### src/rtl/mem_arb_pkg.sv
// Shared definitions for the instruction/data cache memory arbiter:
// FSM state encoding, owner identifiers and default bus widths.
package mem_arb_pkg;

  localparam int ADDR_W_DEF = 32;
  localparam int DATA_W_DEF = 128;

  typedef enum logic [1:0] {
    IDLE      = 2'd0,
    ISSUE     = 2'd1,
    WAIT_RESP = 2'd2
  } arb_state_e;

  localparam logic OWN_IC = 1'b0;
  localparam logic OWN_DC = 1'b1;

  // Where a transaction goes once memory has accepted it: writes are done,
  // reads still owe a data beat.
  function automatic arb_state_e issue_done_state(input logic rw);
    arb_state_e nxt;
    if (rw) begin
      nxt = IDLE;
    end else begin
      nxt = WAIT_RESP;
    end
    return nxt;
  endfunction

endpackage

### src/rtl/mem_arbiter_arb_pick.sv
// Winner select between the icache and dcache request paths.
// Build option MEM_ARB_RR_EN: when defined, ties alternate based on the
// last granted owner; when undefined, the dcache always wins ties and the
// pointer input does not exist.
module arb_pick
  import mem_arb_pkg::*;
(
`ifdef MEM_ARB_RR_EN
  input  logic last_owner,
`endif
  input  logic ic_valid,
  input  logic dc_valid,
  output logic grant_valid,
  output logic grant_owner
);

  // Combinational grant: a lone requester always wins, ties follow the policy.
  always_comb begin
    grant_valid = ic_valid | dc_valid;
    grant_owner = OWN_DC;
`ifdef MEM_ARB_RR_EN
    if (ic_valid && dc_valid) begin
      grant_owner = ~last_owner;
    end else if (ic_valid) begin
      grant_owner = OWN_IC;
    end else begin
      grant_owner = OWN_DC;
    end
`else
    if (dc_valid) begin
      grant_owner = OWN_DC;
    end else if (ic_valid) begin
      grant_owner = OWN_IC;
    end else begin
      grant_owner = OWN_DC;
    end
`endif
  end

endmodule

### src/rtl/mem_arbiter.sv
// Two-requester arbiter for the single main-memory port shared by the
// icache refill path and the dcache refill/writeback path. One transaction
// is in flight at a time; read data is routed back to the owning cache.
// Build option MEM_ARB_RR_EN selects round-robin tie breaking (default:
// fixed dcache priority).
module mem_arbiter
  import mem_arb_pkg::*;
#(
  parameter int ADDR_W = ADDR_W_DEF,
  parameter int DATA_W = DATA_W_DEF
) (
  input  logic                clk,
  input  logic                reset,
  input  logic                ic_req_valid,
  input  logic [ADDR_W-1:0]   ic_req_addr,
  output logic                ic_req_ready,
  output logic                ic_resp_valid,
  output logic [DATA_W-1:0]   ic_resp_data,
  input  logic                dc_req_valid,
  input  logic                dc_req_rw,
  input  logic [ADDR_W-1:0]   dc_req_addr,
  input  logic [DATA_W-1:0]   dc_req_data,
  input  logic [DATA_W/8-1:0] dc_req_mask,
  output logic                dc_req_ready,
  output logic                dc_resp_valid,
  output logic [DATA_W-1:0]   dc_resp_data,
  output logic                mem_req_valid,
  output logic                mem_req_rw,
  output logic [ADDR_W-1:0]   mem_req_addr,
  output logic [DATA_W-1:0]   mem_req_data,
  output logic [DATA_W/8-1:0] mem_req_mask,
  input  logic                mem_req_ready,
  input  logic                mem_resp_valid,
  input  logic [DATA_W-1:0]   mem_resp_data,
  output logic                busy
);

  localparam int MASK_W = DATA_W / 8;

  arb_state_e        state_q, state_d;
  logic              valid_q, valid_d;
  logic              rw_q, rw_d;
  logic [ADDR_W-1:0] addr_q, addr_d;
  logic [DATA_W-1:0] data_q, data_d;
  logic [MASK_W-1:0] mask_q, mask_d;
  logic              owner_q, owner_d;
  logic              busy_q, busy_d;

  logic grant_valid;
  logic grant_owner;
  logic capture;
  logic ic_ready_raw, dc_ready_raw;
  logic ic_rvalid_raw, dc_rvalid_raw;

`ifdef MEM_ARB_RR_EN
  logic last_q, last_d;
`endif

  arb_pick u_pick (
`ifdef MEM_ARB_RR_EN
    .last_owner  (last_q),
`endif
    .ic_valid    (ic_req_valid),
    .dc_valid    (dc_req_valid),
    .grant_valid (grant_valid),
    .grant_owner (grant_owner)
  );

  // Next-state logic plus the combinational ready and response strobes.
  always_comb begin
    state_d       = state_q;
    capture       = 1'b0;
    ic_ready_raw  = 1'b0;
    dc_ready_raw  = 1'b0;
    ic_rvalid_raw = 1'b0;
    dc_rvalid_raw = 1'b0;
    case (state_q)
      IDLE: begin
        if (grant_valid) begin
          capture = 1'b1;
          state_d = ISSUE;
          if (grant_owner == OWN_DC) begin
            dc_ready_raw = 1'b1;
          end else begin
            ic_ready_raw = 1'b1;
          end
        end else begin
          state_d = IDLE;
        end
      end
      ISSUE: begin
        if (valid_q && mem_req_ready) begin
          state_d = issue_done_state(rw_q);
        end else begin
          state_d = ISSUE;
        end
      end
      WAIT_RESP: begin
        if (mem_resp_valid) begin
          state_d = IDLE;
          if (owner_q == OWN_DC) begin
            dc_rvalid_raw = 1'b1;
          end else begin
            ic_rvalid_raw = 1'b1;
          end
        end else begin
          state_d = WAIT_RESP;
        end
      end
      default: begin
        state_d = IDLE;
      end
    endcase
  end

  // Capture the granted request and drop mem_req_valid on the memory handshake.
  always_comb begin
    valid_d = valid_q;
    rw_d    = rw_q;
    addr_d  = addr_q;
    data_d  = data_q;
    mask_d  = mask_q;
    owner_d = owner_q;
    if (capture) begin
      valid_d = 1'b1;
      owner_d = grant_owner;
      if (grant_owner == OWN_DC) begin
        rw_d   = dc_req_rw;
        addr_d = dc_req_addr;
        data_d = dc_req_data;
        mask_d = dc_req_mask;
      end else begin
        rw_d   = 1'b0;
        addr_d = ic_req_addr;
        data_d = {DATA_W{1'b0}};
        mask_d = {MASK_W{1'b0}};
      end
    end else if ((state_q == ISSUE) && mem_req_ready) begin
      valid_d = 1'b0;
    end else begin
      valid_d = valid_q;
    end
    busy_d = (state_d != IDLE);
  end

  // State, memory-request and busy registers with synchronous active-low reset.
  always_ff @(posedge clk) begin
    if (!reset) begin
      state_q <= IDLE;
      valid_q <= 1'b0;
      rw_q    <= 1'b0;
      addr_q  <= {ADDR_W{1'b0}};
      data_q  <= {DATA_W{1'b0}};
      mask_q  <= {MASK_W{1'b0}};
      owner_q <= OWN_IC;
      busy_q  <= 1'b0;
    end else begin
      state_q <= state_d;
      valid_q <= valid_d;
      rw_q    <= rw_d;
      addr_q  <= addr_d;
      data_q  <= data_d;
      mask_q  <= mask_d;
      owner_q <= owner_d;
      busy_q  <= busy_d;
    end
  end

`ifdef MEM_ARB_RR_EN
  // Remember who won the last grant; only a grant moves the pointer.
  always_comb begin
    if (capture) begin
      last_d = grant_owner;
    end else begin
      last_d = last_q;
    end
  end

  // Round-robin pointer register; resetting to icache gives the dcache the first tie.
  always_ff @(posedge clk) begin
    if (!reset) begin
      last_q <= OWN_IC;
    end else begin
      last_q <= last_d;
    end
  end
`endif

  // Ready/response strobes are forced low while reset is asserted so that a
  // response landing during reset never reaches a cache.
  assign ic_req_ready  = ic_ready_raw  & reset;
  assign dc_req_ready  = dc_ready_raw  & reset;
  assign ic_resp_valid = ic_rvalid_raw & reset;
  assign dc_resp_valid = dc_rvalid_raw & reset;
  assign ic_resp_data  = ic_resp_valid ? mem_resp_data : {DATA_W{1'b0}};
  assign dc_resp_data  = dc_resp_valid ? mem_resp_data : {DATA_W{1'b0}};

  assign mem_req_valid = valid_q;
  assign mem_req_rw    = rw_q;
  assign mem_req_addr  = addr_q;
  assign mem_req_data  = data_q;
  assign mem_req_mask  = mask_q;
  assign busy          = busy_q;

endmodule

### config.mk
export PLATFORM = sky130hd
export DESIGN_NAME = mem_arbiter
export DESIGN_NICKNAME = d
export VERILOG_FILES = /design/src/rtl/mem_arb_pkg.sv /design/src/rtl/mem_arbiter_arb_pick.sv /design/src/rtl/mem_arbiter.sv
export SDC_FILE = /design/constraint.sdc
export NUM_CORES = 1
export LEC_CHECK = 0
export CAP_MARGIN = 40
export CORE_AREA = 2 2 302 304
export DETAILED_ROUTE_END_ITERATION = 10
export DIE_AREA = 0 0 304 306
export PLACE_DENSITY = 0.4
export REMOVE_ABC_BUFFERS = 1
export SLEW_MARGIN = 15
export SYNTH_ARGS = -nofsm -noshare
export SYNTH_HDL_FRONTEND = slang
export SYNTH_SLANG_ARGS = --single-unit
### constraint.sdc
create_clock -name clk -period 1.7 [get_ports clk]
set_clock_uncertainty 0.15 [all_clocks]
set_input_delay 0.255 -clock clk [delete_from_list [all_inputs] [get_ports clk]]
set_output_delay 0.255 -clock clk [all_outputs]
set_load 0.005 [all_outputs]
Word level (Yosys, flattened, before mapping)
Index checks and enable logic that the tools add are counted.
W data, S select, Z words.
{"block": "totals", "out_inout_bits": 439, "wordCells": 49, "ff_bits": 182, "input_bits": 343}
{"block": "op_classes", "n_reduce_logical": 5, "mux": 29, "n_bitwise": 5, "n_eq_ne": 2}
{"operator": "$mux W128", "count": 3}
{"operator": "$mux W32", "count": 1}
{"operator": "$mux W1", "count": 20}
{"operator": "$mux W16", "count": 1}
{"operator": "$mux W2", "count": 3}
{"operator": "$pmux W2 S3", "count": 1}
{"operator": "$and A1 B1 Y1", "count": 4}
{"operator": "$reduce_bool A2 Y1", "count": 2}
{"operator": "$eq A2 B1 Y1 const B", "count": 1}
{"operator": "$eq A2 B2 Y1 const B", "count": 1}
{"operator": "$logic_and A1 B1 Y1", "count": 2}
{"operator": "$logic_not A2 Y1", "count": 1}
{"operator": "$or A1 B1 Y1", "count": 1}

Logic depth before layout (Yosys ltp)
Gate-level depths: netlist of the first run.
{"block": "logic_depth", "word_depth": 6, "depth_mapped": 7, "mapped_depth_nobuf": 3}

By module
A second synthesis of the first run with hierarchy kept.
{"block": "unflattened", "cells_unflattened": 778, "hier_area_um2": 7739.9}
{"mod": "mem_arbiter", "cells_per_inst": 776, "area_per_inst_um2": 7727.4, "instances": 1}
{"mod": "arb_pick", "cells_per_inst": 2, "area_per_inst_um2": 12.5, "instances": 1}

Least setup slack after synthesis of the first run
No wires, ideal clock.
{"block": "synth_timing", "path_kind": "reg2out", "startpoint": "reg state_q[0]", "endpoint": "out ic_resp_data[108]", "path_buffers": 2, "path_stages_with_launch": 5, "slack_ns": 0.041, "arrival_ns": 1.254, "cell_sequence": "dfxtp_1 -> nor4b_2 -> clkbuf_1 -> clkbuf_1 -> and2_1"}
{"block": "synth_via", "elab_chain_cells": 4}
{"item": "start: declaration", "line": "mem_arbiter.sv:40", "rtl": "arb_state_e state_q, state_d;"}
{"item": "start signal: assignment", "line": "mem_arbiter.sv:158", "rtl": "state_q <= state_d;"}
{"item": "$eq A2 B2 Y1", "line": "mem_arbiter.sv:77", "rtl": "case (state_q)"}
{"item": "$mux W1", "line": "mem_arbiter.sv:77"}
{"item": "$and A1 B1 Y1", "line": "mem_arbiter.sv:193", "rtl": "assign ic_resp_valid = ic_rvalid_raw & reset;"}
{"item": "$mux W128", "line": "mem_arbiter.sv:195", "rtl": "assign ic_resp_data = ic_resp_valid ? mem_resp_data : {DATA_W{1'b0}};"}
{"item": "end: declaration", "line": "mem_arbiter.sv:18", "rtl": "output logic [DATA_W-1:0] ic_resp_data,"}
Every way passes these cells.

Worst setup path after layout of the first run
{"block": "layout_timing", "startpoint": "reg state_q[0]", "endpoint": "out dc_resp_data[27]"}
{"block": "layout_via", "elab_chain_cells": 4}
{"item": "$eq A2 B2 Y1", "line": "mem_arbiter.sv:77"}
{"item": "$mux W1", "line": "mem_arbiter.sv:77"}
{"item": "$and A1 B1 Y1", "line": "mem_arbiter.sv:194", "rtl": "assign dc_resp_valid = dc_rvalid_raw & reset;"}
{"item": "$mux W128", "line": "mem_arbiter.sv:196", "rtl": "assign dc_resp_data = dc_resp_valid ? mem_resp_data : {DATA_W{1'b0}};"}
{"item": "end: declaration", "line": "mem_arbiter.sv:26", "rtl": "output logic [DATA_W-1:0] dc_resp_data,"}
Every way passes these cells.

==> results of run 1 <==
-- worst paths after layout --
check                      end  slack, ps  cells after the start
max reg2reg   mem_req_data[67]       -200                      7
max           dc_resp_data[27]       -810                      9
min reg2reg  mem_req_data[121]        330                      1
min           mem_req_data[24]        230                      2
-- stage by stage --
stage	power (uW)	setup slack, ps	hold WS, ps
CTS	11700	-989	188
floorplan	5370	-2830	222
global route	12100	-878	202
finish	11500	-815	229
global placement	7380	-1300	304
detailed placement	7390	-1330	304
-- repair_timing --
action | CTS | global route
setup endpoints to repair | 615 | 609
cloned | 12 | 18
gates resized for setup | 674 | 743
pin swaps | 23 | 29
setup buffers | 43 | 50
endpoints found under the hold margin | 0 | 0
-- area by class of cell --
type	count	area (um^2)
Inverter	2	7.51
Clock inverter	13	168
Clock buffer	19	433
Sequential cell	182	3660
Timing Repair Buffer	956	10100
Multi-Input combinational cell	531	4340
Fill cell	9724	69400
Tap cell	1176	1470
-- report_power, final --
part	switching [uW]	internal (uW)
Clock	1940	2220
Combinational	997	1640
Sequential	180	4560
Total	3120	8420
-- flip-flops by register name, indices dropped and copies added, names as in the netlist --
register and count:
state_q 2, busy 1, mem_req_rw 1, owner_q 1
mem_req_valid 1, mem_req_mask 16, mem_req_data 128, mem_req_addr 32
-- metal layers --
| metal | part of all wire | up-vias |
|---|---|---|
| met5 | 0.00086 | - |
| met4 | 0.017 | 10 |
| met3 | 0.075 | 94 |
| met2 | 0.52 | 561 |
| met1 | 0.39 | 4764 |
| li1 | - | 4574 |
-- synth_stat cells (4+ instances only) --
| master | count |
|---|---|
| and2_1 | 258 |
| buf_4 | 10 |
| buf_2 | 27 |
| nor2_1 | 4 |
| o21ai_0 | 5 |
| nand3_1 | 4 |
| dfxtp_1 | 182 |
| a21oi_1 | 37 |
| clkbuf_1 | 42 |
| a211oi_1 | 32 |
| a22o_1 | 141 |
| mux2i_1 | 32 |
-- worst max-delay path, stage by stage (launching register included) --
cell,delay (ps)
dfxtp_4,390
and4bb_4,240
buf_12,140
buf_6,120
buf_12,120
buf_16,130
buf_6,120
buf_6,120
and2_4,150
buf_6,110
-- cells by family after synthesis --
family | Yosys count | synth area share
mux | 32 | 0.0410
simple gates | 279 | 0.223
buf+inv | 82 | 0.0485
compound gates | 220 | 0.222
flops | 182 | 0.466
==> flow_summary.rst, run 1 <==
.. list-table::
   :header-rows: 1

   * - Metric
     - Value
   * - Outcome
     - complete, but fails checks
   * - Violations in the final reports
     - negative setup slack
   * - Least setup slack across all paths after layout
     - -815 ps
   * - Power density cells
     - 571 mW/mm^2
   * - Non-filler cells, final
     - 2879
   * - Met3 Use GR
     - 0.0440
   * - Area overhead of the layout relative to synthesis
     - 159%
   * - Number of antenna violations at the first check in global routing
     - 46
   * - Launch point of the critical path
     - state_q[0]
   * - Clock-pin transition on the worst setup and hold timing paths
     - roughly 80 ps
   * - Number of antenna diodes
     - 0
   * - Prevailing post-synth register cell
     - dfxtp_1
   * - TritonCTS Sinks
     - 182
   * - Worst-Skew Late Latency
     - 460 ps
   * - Vias per inst
     - 3.47
   * - Placed Area
     - 0.0175 mm^2
   * - Register bit count reported by yosys
     - between 150 and 200
   * - Met1 Use GR
     - 0.147
   * - Die W
     - around 300 um
   * - Top cells by area, synth
     - dfxtp_1, and2_1, a22o_1
   * - Arrival time of data at the critical path endpoint
     - 2110 ps
   * - Util after Layout
     - 0.226
   * - Number of hold violations in the final report
     - 0
   * - Post-synthesis sequential area ratio
     - 0.466
   * - Via Count
     - 10000
   * - All-Layer GR Usage
     - 0.131
   * - H-tree depth
     - 4
   * - GP Congestion
     - 0.914
   * - Total number of nets in the final design
     - 2033
   * - Period utilization
     - 1.48
   * - Setup TNS Final
     - -178230 ps
   * - Unique masters post-synth
     - 29
   * - Area of the die
     - 0.0930 mm^2
   * - Worst-case headroom to the max-slew limit
     - 0.685
   * - Fin area
     - 0.0202 mm^2
   * - Mapped Area
     - 0.00782 mm^2
   * - Count of input and output buffers
     - just under 800
   * - Gr busiest metal
     - met2
   * - Post-route minimum period
     - between 2000 and 3000 ps
   * - Placed wire-length estimate
     - 52.3 mm
   * - Maximum clock frequency
     - slightly below 400 MHz
   * - Max Fanout on Critical Path
     - 7
   * - Placed cell count
     - 2738
   * - Hold Path Origin
     - dc_req_data[24]
   * - Mean post-synth cell area
     - 9.83 um^2
   * - Antenna-violating nets left
     - 0
   * - Post-synth EDFFs
     - 0
   * - First-pass GRT wire length
     - about 85 mm
   * - Routed wire length
     - 66.4 mm
   * - Static leakage
     - approximately 0.0089 uW
   * - Fraction of final layout cells with drive strength greater than 1
     - 0.400
   * - RSZ-0062 raised after global routing
     - true
   * - Number of warnings issued by yosys
     - 0
   * - Number of DRC markers after the initial detailed-route iteration
     - 404
   * - Initial Utilization
     - 0.0872
   * - Core Footprint
     - 0.0896 mm^2
   * - Type of origin of the critical path
     - flip-flop
   * - Number of ports placed on the die boundary
     - 782
   * - Die Span Y
     - between 300 and 400 um
   * - Number of placement rows
     - 110
   * - Number of hold buffers added after CTS
     - 0
   * - Max_cap viols
     - 0
   * - Routed length per instance
     - around 23 um
   * - Pin count of the biggest net entering global routing
     - 42
   * - Reg2reg start
     - state_q[0]
   * - Number of CTS-inserted buffers
     - 17
   * - Number of setup violations in the final report
     - 557
   * - Clock buffer depth
     - 2
   * - Clock tree root buffer cell
     - clkbuf_16
   * - Instance count of the mapped netlist
     - 795
   * - Endpoint type of the worst setup path
     - primary output
   * - Peak VDD IR
     - around 0.66 mV
   * - Total DRC errors in the routed layout
     - 0
   * - Yosys top cell by area
     - dfxtp_1
   * - Most used cells in the layout excluding fill and tap cells
     - clkdlybuf4s50_1, buf_6, and2_4
   * - Transition time at the pin with the least slew margin
     - 472 ps
   * - Most frequent standard cell in the layout excluding fill and tap cells
     - clkdlybuf4s50_1
   * - Required time at the worst-slack endpoint
     - 1290 ps
   * - Startpoint-to-endpoint class of the critical path
     - flip-flop to primary output
   * - Ys async rst share
     - 0
   * - Vias in the first global route
     - 9996
   * - Aggregate global routing overflow
     - 0
   * - Top-area cell type share of the netlist area
     - 0.466
   * - Hold Crit Class
     - primary input to flip-flop
   * - Number of detailed-routing iterations run before antenna repair
     - 4
   * - Number of max-slew violations in the final report
     - 0
   * - TritonCTS clock tree
     - done
   * - Met2 usage in global routing
     - 0.240
Power figures use the tool's default switching activity.
==> run 2: changes to the inputs <==
--- a/config.mk
+++ b/config.mk
@@ -11,7 +11,6 @@
 export DIE_AREA = 0 0 304 306
 export PLACE_DENSITY = 0.4
 export REMOVE_ABC_BUFFERS = 1
-export SLEW_MARGIN = 15
 export SYNTH_ARGS = -nofsm -noshare
 export SYNTH_HDL_FRONTEND = slang
 export SYNTH_SLANG_ARGS = --single-unit
==> results of run 2 <==
Final layout, timing and power as in run 1 (identical DEF).
